### config.mk
export PLATFORM = sky130hd
export DESIGN_NAME = prog_seq
export DESIGN_NICKNAME = d
export VERILOG_FILES = /design/src/rtl/proc_pkg.sv /design/src/rtl/run_timer.sv /design/src/rtl/prog_seq.sv
export SDC_FILE = /design/constraint.sdc
export NUM_CORES = 1
export LEC_CHECK = 0
export ABC_AREA = 1
export ABC_CLOCK_PERIOD_IN_PS = 2000
export CAP_MARGIN = 20
export CORE_UTILIZATION = 53
export CTS_BUF_LIST = sky130_fd_sc_hd__clkbuf_16
export DETAILED_ROUTE_END_ITERATION = 16
export PLACE_DENSITY = 0.77
export SYNTH_ARGS = -nofsm -noshare
export SYNTH_HDL_FRONTEND = slang
export SYNTH_SLANG_ARGS = --single-unit
### constraint.sdc
create_clock -name CLK -period 2 [get_ports CLK]
set_input_delay 0.2 -clock CLK [delete_from_list [all_inputs] [get_ports CLK]]
set_output_delay 0.2 -clock CLK [all_outputs]
set_load 0.005 [all_outputs]
### src/rtl/proc_pkg.sv
// Shared definitions for the program sequencer and the fetch-stage interface.
// Program-select codes match the fetch stage's start-address decode.
package proc_pkg;

  typedef enum logic [2:0] {
    IDLE,
    INIT,
    RUN,
    NEXT,
    DONE
  } prog_seq_state_t;

  localparam int PROG_SEL_W = 2;

  localparam logic [PROG_SEL_W-1:0] PROG_0 = 2'd0;
  localparam logic [PROG_SEL_W-1:0] PROG_1 = 2'd1;
  localparam logic [PROG_SEL_W-1:0] PROG_2 = 2'd2;
  localparam logic [PROG_SEL_W-1:0] PROG_3 = 2'd3;

endpackage

### src/rtl/run_timer.sv
// Run-length counter for one program.
// Flags the last allowed cycle and captures the inclusive run length.
module run_timer #(
  parameter int CNT_W   = 16,
  parameter int TIMEOUT = 4096
) (
  input  logic             clk,
  input  logic             rst_n,
  input  logic             clear,
  input  logic             enable,
  input  logic             capture,
  output logic [CNT_W-1:0] count,
  output logic             terminal,
  output logic [CNT_W-1:0] captured
);

  localparam logic [CNT_W-1:0] LAST  = CNT_W'(TIMEOUT - 1);
  localparam logic [CNT_W-1:0] LIMIT = CNT_W'(TIMEOUT);

  logic [CNT_W-1:0] run_len;

  assign terminal = (count == LAST);
  // count is zero-based, so the inclusive length is count+1, never above TIMEOUT
  assign run_len  = (count >= LAST) ? LIMIT : count + CNT_W'(1);

  always_ff @(posedge clk or negedge rst_n) begin
    if (!rst_n) begin
      count    <= '0;
      captured <= '0;
    end else begin
      if (clear) begin
        count <= '0;
      end else if (enable) begin
        count <= count + CNT_W'(1);
      end
      if (capture) begin
        captured <= run_len;
      end
    end
  end

endmodule

### src/rtl/prog_seq.sv
// Program sequencer: runs programs 0..NUM_PROGS-1 through the fetch stage,
// measuring each run length and aborting programs that never halt.
module prog_seq
  import proc_pkg::*;
#(
  parameter int NUM_PROGS   = 3,
  parameter int INIT_CYCLES = 2,
  parameter int TIMEOUT     = 4096,
  parameter int CNT_W       = 16
) (
  input  logic                  CLK,
  input  logic                  Reset_n,
  input  logic                  Start,
  input  logic                  Halt,
  output logic                  Init,
  output logic [PROG_SEL_W-1:0] ProgState,
  output logic                  Busy,
  output logic                  Done,
  output logic                  CycleValid,
  output logic [CNT_W-1:0]      CycleCount,
  output logic                  TimedOut,
  output prog_seq_state_t       fsm_state
);

  localparam int INIT_W = (INIT_CYCLES > 1) ? $clog2(INIT_CYCLES) : 1;
  localparam logic [INIT_W-1:0]     INIT_LOAD = INIT_W'(INIT_CYCLES - 1);
  localparam logic [PROG_SEL_W-1:0] LAST_PROG = PROG_SEL_W'(NUM_PROGS - 1);

  if (NUM_PROGS < 1 || NUM_PROGS > 4) begin : g_bad_num_progs
    $error("prog_seq: NUM_PROGS must be 1..4");
  end
  if (INIT_CYCLES < 1) begin : g_bad_init_cycles
    $error("prog_seq: INIT_CYCLES must be at least 1");
  end
  if (TIMEOUT < 2 || longint'(TIMEOUT) > (longint'(1) << CNT_W) - 1) begin : g_bad_timeout
    $error("prog_seq: TIMEOUT must be 2..2^CNT_W-1 so run_cnt cannot wrap");
  end

  prog_seq_state_t         state, state_d;
  logic [PROG_SEL_W-1:0]   prog, prog_d;
  logic [INIT_W-1:0]       init_cnt, init_cnt_d;
  logic                    timed_out, timed_out_d;

  logic                    tmr_clear, tmr_enable, tmr_capture, tmr_terminal;
  logic [CNT_W-1:0]        run_cnt;
  logic                    halt_valid;

  // Halt may still be high from the previous program during the first RUN cycle
  assign halt_valid = Halt && (run_cnt != '0);

  run_timer #(
    .CNT_W   (CNT_W),
    .TIMEOUT (TIMEOUT)
  ) u_run_timer (
    .clk      (CLK),
    .rst_n    (Reset_n),
    .clear    (tmr_clear),
    .enable   (tmr_enable),
    .capture  (tmr_capture),
    .count    (run_cnt),
    .terminal (tmr_terminal),
    .captured (CycleCount)
  );

  always_ff @(posedge CLK or negedge Reset_n) begin
    if (!Reset_n) begin
      state     <= IDLE;
      prog      <= PROG_0;
      init_cnt  <= '0;
      timed_out <= 1'b0;
    end else begin
      state     <= state_d;
      prog      <= prog_d;
      init_cnt  <= init_cnt_d;
      timed_out <= timed_out_d;
    end
  end

  always_comb begin
    state_d     = state;
    prog_d      = prog;
    init_cnt_d  = init_cnt;
    timed_out_d = timed_out;
    tmr_clear   = 1'b0;
    tmr_enable  = 1'b0;
    tmr_capture = 1'b0;
    case (state)
      IDLE: begin
        if (Start) begin
          state_d     = INIT;
          prog_d      = PROG_0;
          init_cnt_d  = INIT_LOAD;
          timed_out_d = 1'b0;
        end
      end
      INIT: begin
        if (init_cnt == '0) begin
          state_d   = RUN;
          tmr_clear = 1'b1;
        end else begin
          init_cnt_d = init_cnt - INIT_W'(1);
        end
      end
      RUN: begin
        tmr_enable = 1'b1;
        // A valid halt on the terminal cycle wins over the timeout
        if (halt_valid || tmr_terminal) begin
          state_d     = NEXT;
          tmr_capture = 1'b1;
          if (!halt_valid) begin
            timed_out_d = 1'b1;
          end
        end
      end
      NEXT: begin
        if (prog == LAST_PROG) begin
          state_d = DONE;
        end else begin
          prog_d     = prog + PROG_SEL_W'(1);
          init_cnt_d = INIT_LOAD;
          state_d    = INIT;
        end
      end
      DONE: begin
        state_d = IDLE;
      end
      default: begin
        state_d = IDLE;
      end
    endcase
  end

  assign Init       = (state != RUN);
  assign ProgState  = (state == IDLE) ? PROG_0 : prog;
  assign Busy       = (state != IDLE);
  assign Done       = (state == DONE);
  assign CycleValid = (state == NEXT);
  assign TimedOut   = timed_out;
  assign fsm_state  = state;

endmodule

=== Word level (Yosys, flattened, before mapping) ===
Index checks and enable logic that the tools add are counted.

* Output and inout port bits: 26
* Register bits after elaboration: 39
* Input port bits: 4
* Word-level logic and storage cells: 60

* Reductions and logical operators: 13
* Add/subtract/negate cells: 3
* Mux-type cells: 25
* Magnitude comparators: 1
* Equal/unequal tests: 12

{| class="wikitable"
|+ Operator list
! cell !! count
|-
| 16-bit 2-to-1 mux || 3
|-
| 16-bit by 1-bit adder with 16-bit output, second input constant || 1
|-
| 16-bit by 12-bit equality test with 1-bit output, second input constant || 1
|-
| 16-bit by 12-bit greater-or-equal comparator with 1-bit output, second input constant || 1
|-
| 16-bit nonzero test || 1
|-
| 3-bit 2-to-1 mux || 4
|-
| 3-bit case mux with 4 select lines || 1
|-
| 1-bit 2-to-1 mux || 11
|-
| 2-bit inequality test, second input constant || 5
|-
| 3-bit AND reduction || 3
|-
| 3-bit by 2-bit equality test with 1-bit output, second input constant || 2
|-
| 2-bit 2-to-1 mux || 3
|-
| 2-bit nonzero test || 3
|-
| 3-bit nonzero test || 2
|-
| 2-bit case mux with 2 select lines || 1
|-
| 4-bit AND reduction || 1
|-
| 3-bit by 1-bit equality test with 1-bit output, second input constant || 1
|-
| 3-bit equality test, second input constant || 1
|-
| 3-bit logical NOT || 1
|-
| 3-bit by 2-bit inequality test with 1-bit output, second input constant || 1
|-
| 1-bit case mux with 3 select lines || 1
|-
| 2-bit by 1-bit adder with 2-bit output, second input constant || 1
|-
| 2-bit equality test, second input constant || 1
|-
| 1-bit case mux with 2 select lines || 1
|-
| 3 further kinds || 3
|}

=== Depth between registers and ports, before layout ===
* Word-level depth: 5
* Gate-level depth with buffers: 11
* Mapped depth without buffers: 11

=== Modules after synthesis ===
From an unflattened synthesis, not the netlist that was laid out.

* Cells, all modules: 284
* Area, all modules: 2059.5 µm²

{| class="wikitable"
|+ By module, submodules not included
! module !! area an instance (µm²) !! instances !! cells an instance !! sequential area each (µm²)
|-
| run_timer || 1572.8 || 1 || 208 || 800.8
|-
| prog_seq || 486.7 || 1 || 76 || 175.2
|}

=== Worst setup path after synthesis ===
No wires, ideal clock.

* Path type: register -> register
* Start point: register u_run_timer.count[0]
* End point: register u_run_timer.captured[0]
* Arrival: 1334 ps
* Period minus slack after synthesis: 1451 ps
* Library setup time: 117 ps
* Required time: 1883 ps
* Stages on the path, launching flop included: 10
* Buffers on the path: 1
* Setup slack: 549 ps
* Cell sequence: dfrtp_1 > ha_1 > nand3_2 > nor3_4 > nand2_2 > nand2_2 > nand2_4 > buf_6 > nand2_1 > nand2_1

* Longest elaborated chain between the ends: 5
* Elaborated cells between the ends (all ways): 9
* Those cells by class: add/sub: 1; order compare: 1; eq/ne: 1; mux: 3; reduce/logical: 3

{| class="wikitable"
|+ Ends and longest elaborated chain
! item !! line !! text
|-
| start, declared || run_timer.sv:12 || <nowiki>output logic [CNT_W-1:0] count,</nowiki>
|-
| start signal, assigned || run_timer.sv:34 || <nowiki>count <= count + CNT_W'(1);</nowiki>
|-
| parallel branches: the longest is 5 deep, another holds 16-bit by 1-bit adder with 16-bit output || - ||
|-
| end signal, assigned || run_timer.sv:37 || <nowiki>captured <= run_len;</nowiki>
|-
| end, declared || run_timer.sv:14 || <nowiki>output logic [CNT_W-1:0] captured</nowiki>
|}

Parallel ways; which one is timed is not known.
A chain may end at the register's enable or synchronous reset.

=== Final worst setup path ===
* Start point: register state[0], in the netlist fsm_state[0]
* End point: output port ProgState[0]

* Longest elaborated chain between the ends: 2

{| class="wikitable"
|+ Ends and longest elaborated chain
! item !! line !! text
|-
| start, declared || prog_seq.sv:39 || <nowiki>prog_seq_state_t state, state_d;</nowiki>
|-
| start signal, assigned || prog_seq.sv:72 || <nowiki>state <= state_d;</nowiki>
|-
| 3-bit logical NOT || prog_seq.sv:134 || <nowiki>assign ProgState = (state == IDLE) ? PROG_0 : prog;</nowiki>
|-
| 2-bit 2-to-1 mux || prog_seq.sv:134 ||
|-
| end, declared || prog_seq.sv:16 || <nowiki>output logic [PROG_SEL_W-1:0] ProgState,</nowiki>
|}

Every way passes these cells.

==> results.tsv <==
metric	value	unit
P&R area growth vs syn	24.9	%
final core utilization	72.0	%
fmax	0.544	GHz
H-tree depth	2	
status	completed	
Clock Latency Late Sink	280	ps
die span in y	63.4	um
vias	1692	
CP Cell Sequence	inv_1, nand2_1, inv_1, nor2_1, clkdlybuf4s50_1	
type of the worst setup path	reg2out	
Hold Slack	30.0	ps
GRT overflow	0	
dpl cell area	2330	um2
CTS buffer count	5	
Total GRT Usage	24.3	%
Top-Level Pins	30	
RSZ-0062 raised after global routing	false	
R2R depth	11	
count of buffers from port buffering	29	
RePlAce Congestion	0.915	
WL final	4.30	mm
Final Setup Violations	0	
Pins Over Slew Limit	0	
# clock sinks	39	
Critical R2R Launch	u_run_timer.count[0]	
largest net degree at the start of global routing	40	
Net count, final	288	
WP data arrival	1640	ps
fin crit period	1840	ps
Yosys warning total	0	
initial antenna violation count	0	
clock buffer depth	2	
Mapped Area	2000	um2
DRT iter0 DRCs	125	
IR drop worst, VDD	861	uV
clk slew on worst S/H paths	60	ps
reg2reg end	u_run_timer.captured[12]	
buffers and inverters on the worst path	3	
Initial Util	57.6	%
crit path max fanout	6	
Worst slew margin	43.0	%
LEAKAGE	1.23	nW
crit path launch type	flop	
Core ar.	3470	um2
first-pass GRT wire length	7.52	mm
FF+latch count, synth	39	
gate count of the mapped netlist	247	
first drt pass iteration count	4	
DRC viols	0	
CTS root buf	clkbuf_16	
Unique masters post-synth	28	
antenna-violating nets left	0	
CP peak stage delay	500	ps
Final WS setup	163	ps
die area	4020	um2
layout cells sized above 1	9.57	%
maxcap violations	0	
cell area power density	1200	nW/um2
cts hold-fix bufs	0	
Slew @ Worst Pin	855	ps
Worst Skew	4.82	ps
final hold vios	0	
CP max stage cell	clkdlybuf4s50_1	
Vias/cell	5.16	
reg2reg setup slack	220	ps
period utilization	91.8	%
Setup WS pre-CTS	279	ps
vias in the first global route	1619	
Avg WL per Cell	13.1	um
post_cts resized	0	
CP Capture Type	output port	
setup bufs post-CTS	0	
CP delay by family, top	buffers and inverters	
CP required	1800	ps
CTS tree	yes	
fin area	2500	um2
syn_area_per_cell	8.09	um2
detailed placer's ending HPWL	3.02	mm
Seq/Total Area, Yosys	48.8	%
# rows	21	
Hold WC Path Type	in2async	
Mapped Nets	254	
DIE WIDTH	63.4	um
Ant. Diodes	0	
post-route setup TNS	0	ps
Top cell by count, worst path	inv_1	
area by class of cell:
type / instances / area (um2)
tap: 46 / 57.6
clock inverter: 3 / 43.8
fill: 280 / 972
inverter: 29 / 109
multi-input combinational: 175 / 885
timing repair buffer: 31 / 300
sequential: 39 / 976
clock buffer: 5 / 125
stage by stage:
step           total power [mW]  std cells
2_1_floorplan              1.65        247
3_3_place_gp               2.07        320
3_5_place_dp               2.10        320
4_1_cts                    3.02        328
5_1_grt                    3.18        328
6_report                   2.99        328
synth_stat cells:
master    n  area (um2)
inv_1    25        93.8
o21ai_1   1        5.00
nand3_1  12        60.1
buf_4     1        7.51
o21ai_0  13        65.1
buf_2     2        10.0
dfrtp_1  39         976
nor3_2    1        10.0
nor2_1   25        93.8
nor2_4    1        11.3
a21oi_1   3        15.0
nand3_2   1        10.0
buf_6     1        11.3
o31ai_1   2        15.0
nand4_1   5        31.3
or2_0     1        6.26
ha_1      3        37.5
nor3_4    2        32.5
nand2_1  80         300
nand2_4   1        11.3
nand2_2   4        25.0
a22o_1    1        8.76
o22ai_1   4        25.0
inv_2     4        15.0
or2_2     1        6.26
nor2_8    1        20.0
nor3_1    5        25.0
xor2_1    8        70.1
power by group:
| part | internal (mW) | switching [mW] |
|---|---|---|
| clock | 0.588 | 0.314 |
| sequential | 0.934 | 0.108 |
| combinational | 0.451 | 0.599 |
cell usage in the layout, fill, tap and decap left out, drive strengths merged:
cell type,instances
o21ai,14
o31ai,2
o22ai,4
clkdlybuf4s50,28
dfrtp,39
inv,29
a22o,1
clkinv,2
or2,2
clkbuf,5
buf,3
xor2,8
a21oi,3
nand4,5
bufinv,1
nor2,27
nand3,13
ha,3
nor3,8
nand2,85
per-layer routing:
layer	wire length (um)	GRT usage (%)
met5	0	0
met4	57	8.52
met3	257	5.43
met2	1980	38.0
met1	2000	32.9
registers in the layout (all words and copies together), names as in the netlist:
signal and cells:
u_run_timer.captured 16, u_run_timer.count 16, fsm_state 3, prog 2, TimedOut 1, init_cnt 1
kinds of logic (layout without fill, tap and decap cells):
logic type,Yosys count,after routing,synth area share [%]
fa+ha+maj,3,3,1.88
buf+inv,33,68,6.89
compound gates,24,24,6.70
xor+xnor,8,8,3.51
simple gates,140,140,32.2
flops,39,39,48.8
worst max path at each step:
stage / start / endpoint / cells past startpoint
2_1_floorplan: u_run_timer.count[0] / u_run_timer.captured[0] / 9
6_report: fsm_state[0] / ProgState[0] / 5
5_1_grt: fsm_state[0] / ProgState[1] / 5
4_1_cts: fsm_state[0] / ProgState[0] / 5
3_5_place_dp: u_run_timer.count[0] / u_run_timer.captured[12] / 11
3_3_place_gp: u_run_timer.count[0] / u_run_timer.captured[12] / 11
(Power assumes the default switching activity.)
